[config.mk]
export PLATFORM = sky130hd
export DESIGN_NAME = mmcam_match_unit
export DESIGN_NICKNAME = d
export VERILOG_FILES = /design/src/rtl/mmcam_match_unit.sv
export SDC_FILE = /design/constraint.sdc
export NUM_CORES = 2
export LEC_CHECK = 0
export ABC_AREA = 1
export CAP_MARGIN = 20
export CORE_MARGIN = 2
export CORE_UTILIZATION = 40
export DETAILED_ROUTE_END_ITERATION = 8
export HOLD_SLACK_MARGIN = 0.08
export PLACE_DENSITY_LB_ADDON = 0.15
export SLEW_MARGIN = 25
export SYNTH_ARGS = -nofsm -noshare
export SYNTH_HDL_FRONTEND = slang
export SYNTH_SLANG_ARGS = --single-unit
export TNS_END_PERCENT = 100
[constraint.sdc]
create_clock -name CP -period 20.8 [get_ports CP]
set_clock_uncertainty 0.05 [all_clocks]
set_input_delay 4.16 -clock CP [delete_from_list [all_inputs] [get_ports CP]]
set_output_delay 4.16 -clock CP [all_outputs]
set_load 0.01 [all_outputs]
[src/rtl/mmcam_match_unit.sv]
// ============================================================================
// Module   : mmcam_match_unit
// Purpose  : Matching-memory CAM stage. Holds ENTRIES tag entries and, for
//            each incoming packet, decides bypass / match (read partner from
//            MMRAM, optionally freeing it) / store (write operand to MMRAM).
//            Drives the WR_E/RD_E/DEL/ADDR command toward the MMRAM stage
//            together with a registered copy of the packet.
// Ports    : CP          clock, rising edge
//            MR          master reset, asynchronous, active-high
//            Send_in     upstream packet valid
//            Ack_out     upstream ready
//            PACKET_IN   incoming packet {MF, STK, payload, tag}
//            Send_out    downstream packet valid
//            Ack_in      downstream ready
//            PACKET_OUT  registered packet
//            WR_E        MMRAM write enable (operand stored)
//            RD_E        MMRAM read enable (partner fetched)
//            DEL         partner entry freed by this packet
//            ADDR        MMRAM entry address
//            FULL        all entries valid
//            OCC         count of valid entries (MMCAM_OCC_CNT_EN only)
// Options  : MMCAM_OCC_CNT_EN - adds the OCC occupancy counter output.
// Revision : 1.0 - initial release
// ============================================================================
`default_nettype none

module mmcam_match_unit #(
  parameter int ENTRIES = 64,
  parameter int ADDR_W  = 6,
  parameter int TAG_W   = 19,
  parameter int PKT_W   = 64
) (
  input  logic              CP,
  input  logic              MR,
  input  logic              Send_in,
  output logic              Ack_out,
  input  logic [PKT_W-1:0]  PACKET_IN,
  output logic              Send_out,
  input  logic              Ack_in,
  output logic [PKT_W-1:0]  PACKET_OUT,
  output logic              WR_E,
  output logic              RD_E,
  output logic              DEL,
  output logic [ADDR_W-1:0] ADDR,
  output logic              FULL
`ifdef MMCAM_OCC_CNT_EN
  ,
  output logic [ADDR_W:0]   OCC
`endif
);

  localparam int KEY_W = TAG_W - 1;

  // Entry table. VALID/STK carry the reset; KEY/LR are only meaningful
  // while VALID is set, so they need no reset.
  logic [ENTRIES-1:0] r_valid;
  logic [ENTRIES-1:0] r_stk;
  logic [ENTRIES-1:0] r_lr;
  logic [KEY_W-1:0]   r_key [ENTRIES];

  // Registered output stage
  logic              r_send_out;
  logic [PKT_W-1:0]  r_packet_out;
  logic              r_wr_e;
  logic              r_rd_e;
  logic              r_del;
  logic [ADDR_W-1:0] r_addr;

  // Incoming packet fields
  logic              w_mf;
  logic              w_stk_in;
  logic [KEY_W-1:0]  w_key;
  logic              w_lr;

  logic              w_hit;
  logic [ADDR_W-1:0] w_hit_idx;
  logic              w_hit_stk;
  logic [ADDR_W-1:0] w_free_idx;
  logic              w_full;
  logic              w_stall;
  logic              w_ack_out;
  logic              w_accept;
  logic              w_store;
  logic              w_consume;

  assign w_mf     = PACKET_IN[PKT_W-1];
  assign w_stk_in = PACKET_IN[PKT_W-2];
  assign w_key    = PACKET_IN[TAG_W-1:1];
  assign w_lr     = PACKET_IN[0];

  // Priority search: scanning downward means the last assignment made is
  // the lowest matching index, which is the one selected.
  always_comb begin
    w_hit      = 1'b0;
    w_hit_idx  = '0;
    w_free_idx = '0;
    for (int i = ENTRIES - 1; i >= 0; i--) begin
      if (r_valid[i] && (r_key[i] == w_key) && (r_lr[i] != w_lr)) begin
        w_hit     = 1'b1;
        w_hit_idx = ADDR_W'(i);
      end
      if (!r_valid[i]) begin
        w_free_idx = ADDR_W'(i);
      end
    end
  end

  assign w_hit_stk = r_stk[w_hit_idx];
  assign w_full    = &r_valid;

  // A matching-flag packet that misses in a full table has nowhere to go;
  // hits and bypass packets are never held back by FULL.
  assign w_stall   = w_mf & ~w_hit & w_full;
  assign w_ack_out = (~r_send_out | Ack_in) & ~w_stall;
  assign w_accept  = Send_in & w_ack_out;
  assign w_store   = w_accept & w_mf & ~w_hit;
  assign w_consume = w_accept & w_mf & w_hit & ~w_hit_stk;

  // Table state: the update lands on the accept edge, so the following
  // packet already sees it without any forwarding path.
  always_ff @(posedge CP or posedge MR) begin
    if (MR) begin
      r_valid <= '0;
      r_stk   <= '0;
    end else if (w_store) begin
      r_valid[w_free_idx] <= 1'b1;
      r_stk[w_free_idx]   <= w_stk_in;
    end else if (w_consume) begin
      r_valid[w_hit_idx]  <= 1'b0;
    end
  end

  always_ff @(posedge CP) begin
    if (w_store) begin
      r_key[w_free_idx] <= w_key;
      r_lr[w_free_idx]  <= w_lr;
    end
  end

  // Output stage: loaded on accept, held while downstream stalls, command
  // cleared once the packet leaves with nothing new behind it.
  always_ff @(posedge CP or posedge MR) begin
    if (MR) begin
      r_send_out   <= 1'b0;
      r_packet_out <= '0;
      r_wr_e       <= 1'b0;
      r_rd_e       <= 1'b0;
      r_del        <= 1'b0;
      r_addr       <= '0;
    end else if (w_accept) begin
      r_send_out   <= 1'b1;
      r_packet_out <= PACKET_IN;
      r_wr_e       <= w_mf & ~w_hit;
      r_rd_e       <= w_mf & w_hit;
      r_del        <= w_mf & w_hit & ~w_hit_stk;
      if (!w_mf) begin
        r_addr <= '0;
      end else if (w_hit) begin
        r_addr <= w_hit_idx;
      end else begin
        r_addr <= w_free_idx;
      end
    end else if (r_send_out && Ack_in) begin
      r_send_out <= 1'b0;
      r_wr_e     <= 1'b0;
      r_rd_e     <= 1'b0;
      r_del      <= 1'b0;
      r_addr     <= '0;
    end
  end

`ifdef MMCAM_OCC_CNT_EN
  localparam logic [ADDR_W:0] C_OCC_ONE = {{ADDR_W{1'b0}}, 1'b1};

  // Tracks popcount(r_valid): moves on exactly the events that set or
  // clear a VALID bit.
  logic [ADDR_W:0] r_occ;

  always_ff @(posedge CP or posedge MR) begin
    if (MR) begin
      r_occ <= '0;
    end else if (w_store) begin
      r_occ <= r_occ + C_OCC_ONE;
    end else if (w_consume) begin
      r_occ <= r_occ - C_OCC_ONE;
    end
  end

  assign OCC = r_occ;
`endif

  assign Ack_out    = w_ack_out;
  assign Send_out   = r_send_out;
  assign PACKET_OUT = r_packet_out;
  assign WR_E       = r_wr_e;
  assign RD_E       = r_rd_e;
  assign DEL        = r_del;
  assign ADDR       = r_addr;
  assign FULL       = w_full;

endmodule

`default_nettype wire

Yosys cells after proc, flatten, opt, wreduce, memory -nomap -nowiden:

Memories as Yosys holds them, arrays and structs flattened.
Index checks and enable logic that the tools add are counted.

* reduce and logical (&&, ||, !) cells: 134
* order comparisons: 4
* mux-type cells: 213
* eq/ne operators: 128
* bitwise gates (word level): 18

Operators with widths (number)
* 18-bit equality test: 64
* 6-bit 2-to-1 mux: 132
* 1-bit logical AND: 131
* 64-bit bitwise mux: 2
* 64-bit 2-to-1 mux: 2
* 1-bit 2-to-1 mux: 74
* 64-bit bitwise AND: 1
* 1-bit != test: 64
* 64-bit NOT: 1
* 64-bit OR: 1
* 64-bit AND reduction: 1
* 6-bit by 7-bit less-than comparator with 1-bit output, second input constant: 2
* 1-bit demux with 6-bit select: 2
* 6-bit by 1-bit >= comparator with 1-bit output, second input constant: 2
* 1-bit bitwise AND: 10
* 1-bit binary-select mux with 6-bit select: 1
* 1-bit NOT: 4
* 2-bit nonzero test: 2
* 1-bit OR: 1

* word-level logic and storage cells: 507
* register bits: 266
* memory bits (writable): 1152
* memories: 1
* input port bits: 68
* output and inout bits: 76

Memories
* r_key: depth 64, width 18, read ports 64, clocked after Yosys merged registers in 0, wr ports 1, line 59 `logic [KEY_W-1:0] r_key [ENTRIES];`

Logic depth before layout (Yosys ltp):

* depth in word-level cells: 78
* depth in mapped cells: 84
* gate-level depth less buffers: 82

Worst setup path after synthesis:

Ideal clock, no wire load.

* path kind: in2out
* start: in PACKET_IN[3]
* end: out Ack_out
* path buffers: 11
* stages on the path: 23
* slack: 8.774 ns
* required time: 16.590 ns
* arrival: 7.816 ns
* cell sequence: buf_2 > inv_2 > buf_2 > buf_2 > buf_2 > buf_4 > buf_4 > buf_2 > buf_4 > buf_4 > buf_2 > buf_2 > o22ai_1 > nor4_1 > and3_1 > nand4_1 > nand2_1 > nor4_1 > nand3_1 > nor4_1 > nand3_1 > nand2_1 > inv_1

* word-level cells in the longest chain between the ends: 72
* elaborated cells on any way between the ends: 261
* those cells by class: eq/ne: 64; mux: 64; bitwise: 5; reduce/logical: 128

Ends and longest elaborated chain
* from (decl): line 37 `input logic [PKT_W-1:0] PACKET_IN,`
* 18-bit equality test: line 98 `if (r_valid[i] && (r_key[i] == w_key) && (r_lr[i] != w_lr)) begin`
* 1-bit logical AND (2 in a row): line 98
* 1-bit 2-to-1 mux (63 in a row): line 98
* 1-bit 2-to-1 mux *: line 98
* 1-bit NOT *: line 113 `assign w_stall = w_mf & ~w_hit & w_full;`
* 1-bit bitwise AND * (2 in a row): line 113
* 1-bit NOT *: line 114 `assign w_ack_out = (~r_send_out | Ack_in) & ~w_stall;`
* 1-bit bitwise AND *: line 114
* to (decl): line 36 `output logic Ack_out,`

Every way passes the cells marked *; elsewhere a longest branch is shown, timed or not.

Worst setup path in the final report:

* start: in PACKET_IN[10]
* end: out Ack_out

Same word-level chain as after synthesis.

==> results.txt <==
# hold bufs at CTS -> 0
Final Cycle Share -> 65.06%
Slew Limit Fails -> 0
GRT Resource Usage Total -> 25.88%
Cell family with most CP delay -> buffers and inverters
Register area share after synthesis -> 66.76%
Critical path's slowest cell -> nor4_1
Via count -> 44448
Fin. Hold Viols -> 0
Fmax -> 73.89 MHz
GR Util met2 -> 39.44%
Core ar. -> 154400 um^2
Vias per Instance -> 5.857
Initial drt markers -> 5383
CP Max Fanout -> 45
Worst EP arrival -> 9320 ps
Initial Util -> 40.32%
CTS tree -> done
Worst skew pair latency -> 800 ps
GRT Residual Overflow -> 0
Clk buf depth -> 3
H-tree Lvls -> 4
Rows -> 144
Post-DP HPWL -> 128000 um
Post-synth EDFFs -> 1216
IO Port Bufs -> 143
Worst R2R Start -> r_valid[62]
Top_reg_cell synth -> edfxtp_1
R2r endpoint -> r_key[43][16]
Asr flop ratio synth -> 14.25%
Cts bufs inserted -> 157
Min Tclk post-route -> 13530 ps
Worst R2R Path Depth -> 36
Worst-path clk slew -> 50 ps
PnR worst setup slack -> 7267 ps
CP startpoint -> PACKET_IN[10]
Syn. warnings -> 0
Least-Margin Pin Slew -> 1185 ps
Crit. End Element -> output port
Syn nets -> 5348
Final nets -> 5488
Busiest grt layer -> met2
Post-DR wirelength/cell -> 27.46 um
Setup Slack @ Placement -> 7436 ps
Synth-to-Final Area Change -> 13.46%
Max-cap violations -> 0
Sequence of cells on the critical path -> buf_6 -> inv_4 -> buf_4 -> nand2_1 -> o221ai_1 -> nor4_1 -> nand4_1 -> buf_4 -> nand2_1 -> nor4_1 -> nand3_1 -> nor4_1 -> buf_4 -> nand3_1 -> nand2_1 -> inv_1 -> clkdlybuf4s50_1
Worst Hold Endpoint -> PACKET_OUT[63]
HP Class -> reg -> reg
Synth area leader -> edfxtp_1
Rel. slew slack -> 20.72%
# DRC -> 0
Die width -> 398.5 um
Clk sinks -> 1418
Largest net degree at the start of global routing -> 84
Routed WL -> 208400 um
Die Y -> 398.5 um
RePlAce Congestion -> 0.9430
Initial antenna violation count -> 13
VDD IR-drop max -> 0.07184 mV
Reg2reg setup slack -> 12720 ps
Critical Path Start Type -> input pin
Post-route ant nets -> 0
Grt met3 use -> 4.086%
CP Class -> in -> out
Register bit total from synthesis -> 1418
Fillers -> 14068
Vias in the first global route -> 41761
Hold_sp -> PACKET_OUT[63]
RSZ-0062 raised after global routing -> false
Layout cells sized above 1 -> 10.44%
Worst EP required -> 16590 ps
Setup violations, final -> 0
Hold depth -> 2
Status -> completed
Die area -> 158800 um^2
Global-route wire length before repair -> 297500 um
Root Driver -> clkbuf_16
Yosys cell types -> 56
Mapped Area -> 62260 um^2
Mean area per synthesized cell -> 11.79 um^2
Post-synthesis cell count -> 5280
CTS resizes -> 0
Synth top area share -> 58.65%
Setup TNS -> 0 ps
Grt met1 use -> 38.60%
Pwr Density -> 89.90 nW/um^2
Slowest stage delay, CP -> 770 ps
Synth area leaders -> edfxtp_1 59%, dfrtp_1 8.1%, nand2_1 6.3%, o21ai_0 3.3%, o22ai_1 2.0%
Buf/Inv on CP -> 7
P_leak -> 25.77 nW
# diodes -> 0
I/O pin total -> 144
DRT Pass-1 Iters -> 6
Post-CTS Setup Repair Bufs -> 0
cells in the mapped netlist, types with 10 or more instances:
master / n
a2111oi_0: 36
a211oi_1: 33
a21oi_1: 46
a21oi_2: 30
a221o_1: 31
a221oi_1: 100
a22o_1: 82
and3_1: 10
buf_1: 30
buf_2: 121
buf_4: 30
clkbuf_1: 74
dfrtp_1: 202
edfxtp_1: 1216
inv_1: 339
inv_2: 20
mux2_2: 43
nand2_1: 1047
nand3_1: 116
nand4_1: 84
nor2_1: 296
nor3_1: 20
nor4_1: 134
o2111ai_1: 31
o211ai_1: 27
o21ai_0: 408
o21ai_1: 15
o22ai_1: 204
or2_2: 125
xnor2_1: 145
xor2_1: 99
flip-flops by register name, indices dropped and copies added (netlist names), 6 cells and up:
name        flops
ADDR            6
PACKET_OUT     64
r_key        1152
r_lr           64
r_stk          64
r_valid        64
worst min-delay path, stage by stage (launching register included):
cell and delay [ps]:
dfrtp_1 340, nand2_1 50, nand2_1 50
metal layers:
layer / vias up / share of wire (%)
met2: 2078 / 45
met4: 2 / 2.2
met5: - / 0.0062
met3: 308 / 8.1
li1: 19535 / -
met1: 22525 / 45
area by class of cell:
cell class              instances  area [um^2]  area share, %
flip-flops and latches       1418        41570          58.84
multi-input cells            3238        18050          25.54
clock buffers                 214         4267          6.039
well taps                    2044         2557          3.620
repair buffers                245         2196          3.108
inverters                     360         1399          1.980
clock inverters                70        611.8         0.8661
stage by stage:
step | cells | utilization (%) | hold WS, ps | cell area (um^2) | power, mW
floorplan | 5280 | - | 403.0 | 62260 | 3.443
global placement | 7305 | 42.58 | 419.5 | 65740 | 3.716
detailed placement | 7305 | 42.58 | 416.2 | 65750 | 3.719
CTS | 7589 | 45.74 | 431.3 | 70630 | 6.390
global route | 7589 | 45.75 | 455.2 | 70650 | 6.531
finish | 7589 | 45.75 | 425.8 | 70650 | 6.351
worst max-delay path by stage:
stage | endpoint | slack [ps] | cells past startpoint
after floorplan | Ack_out | 8770 | 23
after global placement | Ack_out | 7490 | 17
after detailed placement | Ack_out | 7440 | 17
after CTS | Ack_out | 7420 | 17
after global routing | Ack_out | 6990 | 17
final | Ack_out | 7270 | 17
cells by family after synthesis:
family | Yosys count | synth area share (%)
compound gates | 1088 | 11.56
xor+xnor | 244 | 3.432
buf+inv | 624 | 4.312
flops | 1418 | 66.76
mux | 43 | 0.7777
simple gates | 1863 | 13.15
cells in the final DEF, fill, tap and decap left out, types with 46 or more instances in the layout:
cell,netlist,routed
xnor2_1,145,145
nor4_1,134,134
dfrtp_1,202,202
or2_2,125,125
clkbuf_16,0,160
a22o_1,82,82
a21oi_1,46,46
inv_1,339,336
a221oi_1,100,100
clkdlybuf4s50_1,0,124
edfxtp_1,1216,1216
o21ai_0,408,408
xor2_1,99,99
nand4_1,84,84
nor2_1,296,290
clkbuf_1,74,48
buf_4,30,111
nand3_1,116,116
nand2_1,1047,1046
o22ai_1,204,204
power by group:
part	internal (mW)	leakage, nW	total, mW	switching, mW
Sequential	3.13	13.3	3.16	0.0264
Combinational	0.176	10.1	0.501	0.324
Clock	1.53	2.40	2.69	1.16
Note: power is estimated with default switching activity, not from simulation.
